==> src/rtl/uart_rx_fifo_if.sv <==
// Consumer-side valid/ready stream of the UART receive FIFO.
// With UART_RX_FIFO_ERR_TAG_EN defined the stream also carries m_err.
interface uart_rx_fifo_if;
    logic       m_valid;
    logic [7:0] m_data;
    logic       m_ready;
`ifdef UART_RX_FIFO_ERR_TAG_EN
    logic       m_err;

    modport master (output m_valid, output m_data, output m_err, input m_ready);
    modport slave  (input m_valid, input m_data, input m_err, output m_ready);
`else
    modport master (output m_valid, output m_data, input m_ready);
    modport slave  (input m_valid, input m_data, output m_ready);
`endif
endinterface

==> src/rtl/uart_rx_fifo.sv <==
// Receive-side byte FIFO behind the UART receiver: first-word fall-through, overflow and error status.
// Optional UART_RX_FIFO_ERR_TAG_EN stores errored frames as {err=1, 8'h00} entries and exposes m_err.
module uart_rx_fifo #(
    parameter int DEPTH         = 16,
    parameter int AFULL_THRESH  = 12,
    parameter int ERR_CNT_WIDTH = 8
) (
    input  logic                     clk,
    input  logic                     rst_n,
    input  logic                     rdata_vld,
    input  logic [7:0]               rdata,
    input  logic                     uart_err,
    input  logic                     flush,
    input  logic                     stat_clr,
    uart_rx_fifo_if.master           m,
    output logic [$clog2(DEPTH):0]   level,
    output logic                     rx_afull,
    output logic                     rx_ovf,
    output logic [ERR_CNT_WIDTH-1:0] err_cnt
);
    localparam int PW = $clog2(DEPTH);
    localparam int LW = PW + 1;

`ifdef UART_RX_FIFO_ERR_TAG_EN
    localparam int EW = 9;
    logic          push_req;
    logic [EW-1:0] wr_entry;
    assign push_req = rdata_vld | uart_err;
    assign wr_entry = rdata_vld ? {1'b0, rdata} : {1'b1, 8'h00};
`else
    localparam int EW = 8;
    logic          push_req;
    logic [EW-1:0] wr_entry;
    assign push_req = rdata_vld;
    assign wr_entry = rdata;
`endif

    logic [EW-1:0] mem [DEPTH];
    logic [PW-1:0] wr_ptr;
    logic [PW-1:0] rd_ptr;
    logic [LW-1:0] level_nxt;
    logic          m_valid_q;
    logic          full;
    logic          pop;
    logic          push_ok;
    logic          ovf_evt;
    logic [EW-1:0] head;

    assign full    = (level == LW'(DEPTH));
    assign pop     = m_valid_q & m.m_ready;
    // A pop in the same cycle frees a slot, so a full FIFO still accepts the byte.
    assign push_ok = push_req & (~full | pop);
    assign ovf_evt = push_req & full & ~pop & ~flush;

    assign head      = mem[rd_ptr];
    assign m.m_valid = m_valid_q;
    assign m.m_data  = head[7:0];
`ifdef UART_RX_FIFO_ERR_TAG_EN
    assign m.m_err   = head[8];
`endif

    // NOTE: every variable driven here gets a default first so no latch is inferred.
    always_comb begin
        level_nxt = level;
        if (push_ok && !pop)
            level_nxt = level + LW'(1);
        else if (pop && !push_ok)
            level_nxt = level - LW'(1);
    end

    // NOTE: sequential state uses non-blocking assignments so all flops update together.
    always_ff @(posedge clk) begin
        if (!rst_n) begin
            wr_ptr    <= '0;
            rd_ptr    <= '0;
            level     <= '0;
            m_valid_q <= 1'b0;
            rx_afull  <= 1'b0;
        end else if (flush) begin
            wr_ptr    <= '0;
            rd_ptr    <= '0;
            level     <= '0;
            m_valid_q <= 1'b0;
            rx_afull  <= 1'b0;
        end else begin
            if (push_ok)
                wr_ptr <= wr_ptr + PW'(1);
            if (pop)
                rd_ptr <= rd_ptr + PW'(1);
            level     <= level_nxt;
            m_valid_q <= (level_nxt != '0);
            rx_afull  <= (level_nxt >= LW'(AFULL_THRESH));
        end
    end

    // NOTE: storage has no reset; the pointers and level alone decide what is valid.
    always_ff @(posedge clk) begin
        if (push_ok && !flush)
            mem[wr_ptr] <= wr_entry;
    end

    // Set events beat stat_clr in the same cycle.
    always_ff @(posedge clk) begin
        if (!rst_n) begin
            rx_ovf  <= 1'b0;
            err_cnt <= '0;
        end else begin
            if (ovf_evt)
                rx_ovf <= 1'b1;
            else if (stat_clr)
                rx_ovf <= 1'b0;

            if (uart_err) begin
                if (stat_clr)
                    err_cnt <= ERR_CNT_WIDTH'(1);
                else if (!(&err_cnt))
                    err_cnt <= err_cnt + ERR_CNT_WIDTH'(1);
            end else if (stat_clr) begin
                err_cnt <= '0;
            end
        end
    end
endmodule

==> src/flat_wrapper.sv <==
// flat-port wrapper written by rule: the top's interface ports become plain ports
module uart_rx_fifo_flat 
#(
    parameter int DEPTH         = 16,
    parameter int AFULL_THRESH  = 12,
    parameter int ERR_CNT_WIDTH = 8
)
  (clk, rst_n, rdata_vld, rdata, uart_err, flush, stat_clr, level, rx_afull, rx_ovf, err_cnt, m_m_valid, m_m_data, m_m_ready);
  uart_rx_fifo_if m_i ();
  input  logic clk;
  input  logic rst_n;
  input  logic rdata_vld;
  input  logic [7:0] rdata;
  input  logic uart_err;
  input  logic flush;
  input  logic stat_clr;
  output logic [$clog2(DEPTH):0] level;
  output logic rx_afull;
  output logic rx_ovf;
  output logic [ERR_CNT_WIDTH-1:0] err_cnt;
  output wire logic [$bits(m_i.m_valid)-1:0] m_m_valid;
  output wire logic [$bits(m_i.m_data)-1:0] m_m_data;
  input wire logic [$bits(m_i.m_ready)-1:0] m_m_ready;
  assign m_m_valid = m_i.m_valid;
  assign m_m_data = m_i.m_data;
  assign m_i.m_ready = m_m_ready;
  uart_rx_fifo #(.DEPTH(DEPTH), .AFULL_THRESH(AFULL_THRESH), .ERR_CNT_WIDTH(ERR_CNT_WIDTH)) u_core (.clk(clk), .rst_n(rst_n), .rdata_vld(rdata_vld), .rdata(rdata), .uart_err(uart_err), .flush(flush), .stat_clr(stat_clr), .m(m_i), .level(level), .rx_afull(rx_afull), .rx_ovf(rx_ovf), .err_cnt(err_cnt));
endmodule
==> config.mk <==
export PLATFORM = sky130hd
export DESIGN_NAME = uart_rx_fifo_flat
export DESIGN_NICKNAME = d
export VERILOG_FILES = /design/src/rtl/uart_rx_fifo_if.sv /design/src/rtl/uart_rx_fifo.sv /design/src/flat_wrapper.sv
export SDC_FILE = /design/constraint.sdc
export NUM_CORES = 1
export LEC_CHECK = 0
export ABC_CLOCK_PERIOD_IN_PS = 3510
export CORE_ASPECT_RATIO = 0.5
export CORE_MARGIN = 2
export CORE_UTILIZATION = 40
export CTS_BUF_LIST = sky130_fd_sc_hd__clkbuf_2 sky130_fd_sc_hd__clkbuf_4 sky130_fd_sc_hd__clkbuf_8
export DETAILED_ROUTE_END_ITERATION = 6
export PLACE_DENSITY = 0.57
export SYNTH_ARGS = -nofsm -noshare
export SYNTH_HDL_FRONTEND = slang
export SYNTH_SLANG_ARGS = --single-unit
==> constraint.sdc <==
create_clock -name clk -period 3.51 [get_ports clk]
set_input_delay 0.702 -clock clk [delete_from_list [all_inputs] [get_ports clk]]
set_output_delay 0.702 -clock clk [all_outputs]
set_load 0.1 [all_outputs]
==> impl_metrics.py, run 1 <==
metrics = {
    "sta": {
        "maxSlewHeadroom_pct": 34.64,
        "hold_violations": 0,
        "fin_worst_skew_ns": 0.01025,
        "rsz0062_at_grt": "false",
        "period_share_pct": 89.79,
        "fmax_mhz": 317.3,
        "fin_ws_ns": 0.3583,
        "holdWs_ns": 0.4754,
        "finalSetupViolations": 0,
        "maxSlewViolCount": 0,
        "finalSetupTns_ns": 0,
        "worstMarginPinSlew_ns": 0.9774,
        "fin_crit_ns": 3.152,
    },
    "global_route": {
        "grt_use_met1_pct": 21.82,
        "grt_max_degree": 33,
        "busiest_layer": "met2",
        "grtUsageTotal_pct": 16.33,
        "antenna_found_initial": 0,
        "grt_pass1_vias": 3446,
        "met2_usage_pct": 25.00,
        "overflow": 0,
        "globalRouteMet3Util_pct": 4.286,
        "grt_pass1_wl_um": 19890,
    },
    "logic_synthesis": {
        "synth_area_per_cell_sq_um": 18.57,
        "seq_area_frac_synth_pct": 69.57,
        "synth_ff_type": "edfxtp_1",
        "syn-cell-area_sq_um": 6331,
        "async_flop_share_pct": 0,
        "yosys-top-cells-count": "edfxtp_1 (128), dfxtp_1 (28), mux4_1 (24)",
        "yosysMostFrequentCell": "edfxtp_1",
        "synth-simple-area-share_pct": 6.660,
        "post_synth_num_cell_types": 49,
        "synth.top_cell.area_share_pct": 60.71,
        "synth_fa_ha_area_share_pct": 1.581,
        "synth_mux_area_share_pct": 15.99,
        "synth-edff-count": 128,
        "postSynthNetCount": 364,
        "synth_xor_area_share_pct": 1.522,
        "synth_compound_area_share_pct": 2.668,
        "ys_warn_count": 0,
        "syn_inst": 341,
        "synth_top_family_by_area": "multiplexers",
        "synth.area.top_cells": "edfxtp_1 (61%), mux4_1 (10%), dfxtp_1 (8.9%), mux4_2 (5.7%), ha_1 (1.6%)",
        "synth_seq_cells": 156,
        "yosysTopAreaCell": "edfxtp_1",
    },
    "cells_and_area": {
        "fillerInstances": 1295,
        "syn_to_final_growth_pct": 16.11,
        "layout-drive-gt1-share_pct": 16.50,
        "multi_input_area_sq_um": 1799,
        "diodes": 0,
        "final_util_pct": 47.56,
        "nNetsFinal": 410,
        "regArea_sq_um": 4405,
    },
    "setup_path": {
        "cp-end-kind": "output port",
        "cp.arrival_ns": 2.45,
        "cp_max_fo": 32,
        "critical_path_class": "reg -> out",
        "worstSetupStartpointType": "register",
        "critPathRequiredTime_ns": 2.81,
        "timing.rr.start": "u_core.level[1]",
    },
    "floorplanning": {
        "die-width_um": 181.9,
        "initial_core_util_pct": 40.97,
        "dieArea_sq_um": 16910,
        "num_rows": 32,
        "boundaryPins": 39,
        "die_h_um": 92.96,
        "core-area_sq_um": 15450,
    },
    "min_path": {
        "hold_path_startpoint": "u_core.rx_ovf",
        "hp-class": "reg -> reg",
    },
    "detailed_routing": {
        "drc": 0,
        "viasPerCell": 5.510,
        "drt_wl_total_um": 12960,
        "drt_pass1_iterations": 4,
        "wl_per_cell_um": 21.45,
        "via_count": 3328,
        "drt_iter0_drc": 183,
        "detail-route-antenna-nets": 0,
    },
    "placement": {
        "dp_slack_ns": 0.3372,
        "dp_hpwl_um": 8648,
        "place_congestion": 0.8271,
        "numPortBuffers": 38,
    },
    "power_and_ir_drop": {
        "power_switching_uw": 850.6,
        "internal_power_mw": 2.663,
        "ir_worst_vdd_mv": 0.2309,
        "power.density_nw_per_um2": 478.0,
        "seqPwrFrac_pct": 57.4,
        "p_clk_share_pct": 36.6,
        "swShare_pct": 24.21,
        "p_comb_share_pct": 6.0,
        "finalPower_mw": 3.514,
        "p_leak_nw": 2.360,
    },
    "cts": {
        "clock_sink_count": 156,
        "clk_latency_ns": 0.44,
        "clk_pin_slew_worst_paths_ns": 0.09,
        "postCtsSetupRepairBufs": 0,
        "htreeDepth": 4,
        "numCtsBuffers": 17,
        "cts_resized": 0,
        "cts_tree": "yes",
        "cts_hold_buf": 0,
        "cts_root_buf": "clkbuf_8",
        "clock_path_buffers": 2,
    },
    "job": {
        "drv_cap": 0,
    },
    "outcome": {
        "outcome": "complete, no violations",
    },
}
-- sequential cells by signal (all words and copies together) (netlist names), named ones only --
register,flops
u_core.rx_ovf,1
u_core.m.m_valid,1
u_core.mem,128
u_core.level,5
u_core.rx_afull,1
u_core.rd_ptr,4
u_core.wr_ptr,4
u_core.err_cnt,8
-- critical path, stage by stage (launching register included) --
cell and delay, ns:
dfxtp_2 0.35, buf_12 0.23, mux4_1 0.69, mux4_2 0.53, buf_12 0.19
-- per-stage QoR --
step           area (sq um)  cells
3_5_place_dp           6972    572
4_1_cts                7351    604
5_1_grt                7351    604
6_report               7351    604
2_1_floorplan          6331    341
3_3_place_gp           6972    572
-- per-layer routing --
metal | vias up | share of wire [%] | wire [um]
met1 | 1691 | 45 | 5800
met5 | - | 0 | 0
li1 | 1477 | - | -
met4 | 0 | 2.3 | 301
met2 | 137 | 46 | 5896
met3 | 23 | 7.4 | 955
-- cells in the final DEF (no fill, tap or decap), drive strengths merged, types with 3 or more instances in the layout --
cell	instances
xnor2	5
clkdlybuf4s50	26
xor2	6
ha	8
nor2	17
dfxtp	28
and3	7
o21ai	4
nor3	4
buf	15
edfxtp	128
clkinvlp	4
mux4	40
clkbuf	18
nand3	8
and2	14
a21oi	8
inv	12
clkinv	4
a31oi	3
nand2	10
-- worst paths after layout --
check,cells past startpoint,to,slack [ns]
max,4,m_m_data[2],0.36
min,2,u_core.rx_ovf,0.48
max reg2reg,6,u_core.mem[12][0],0.83
min reg2reg,2,u_core.rx_ovf,0.48
-- power by group through the flow --
stage	clock network (mW)	registers (mW)	logic, mW
after floorplan	0	2.08	0.0989
after global placement	0	2.06	0.209
after detailed placement	0	2.06	0.214
after CTS	1.31	2.02	0.214
after global routing	1.39	2.02	0.225
final	1.28	2.02	0.213
-- area by class of cell --
type,count,area share [%]
Inverter,7,0.3574
Timing Repair Buffer,41,6.604
Clock inverter,14,1.872
Clock buffer,18,3.285
Tap cell,204,3.472
Sequential cell,156,59.93
Multi-Input combinational cell,164,24.48
-- logic make-up (layout without fill, tap and decap cells) --
logic type,after synthesis,count (layout)
and+or+nand+nor,77,77
buffers and inverters,21,80
adders and majority gates,8,8
xor gates and xnor gates,11,11
DFF,156,156
AOI/OAI and AO/OA,26,26
muxes,42,42
Power figures use the tool's default switching activity.
==> run 2: changes to the inputs <==
--- a/config.mk
+++ b/config.mk
@@ -12,6 +12,7 @@
 export CTS_BUF_LIST = sky130_fd_sc_hd__clkbuf_2 sky130_fd_sc_hd__clkbuf_4 sky130_fd_sc_hd__clkbuf_8
 export DETAILED_ROUTE_END_ITERATION = 6
 export PLACE_DENSITY = 0.57
+export SKIP_CTS_REPAIR_TIMING = 1
 export SYNTH_ARGS = -nofsm -noshare
 export SYNTH_HDL_FRONTEND = slang
 export SYNTH_SLANG_ARGS = --single-unit
==> results of run 2 <==
The final DEF is identical to that of run 1; final timing and power are the same.
==> run 3: changes to the inputs <==
--- a/config.mk
+++ b/config.mk
@@ -6,6 +6,7 @@
 export NUM_CORES = 1
 export LEC_CHECK = 0
 export ABC_CLOCK_PERIOD_IN_PS = 3510
+export CAP_MARGIN = 20
 export CORE_ASPECT_RATIO = 0.5
 export CORE_MARGIN = 2
 export CORE_UTILIZATION = 40
==> results of run 3 <==
The final DEF is identical to that of run 1; final timing and power are the same.
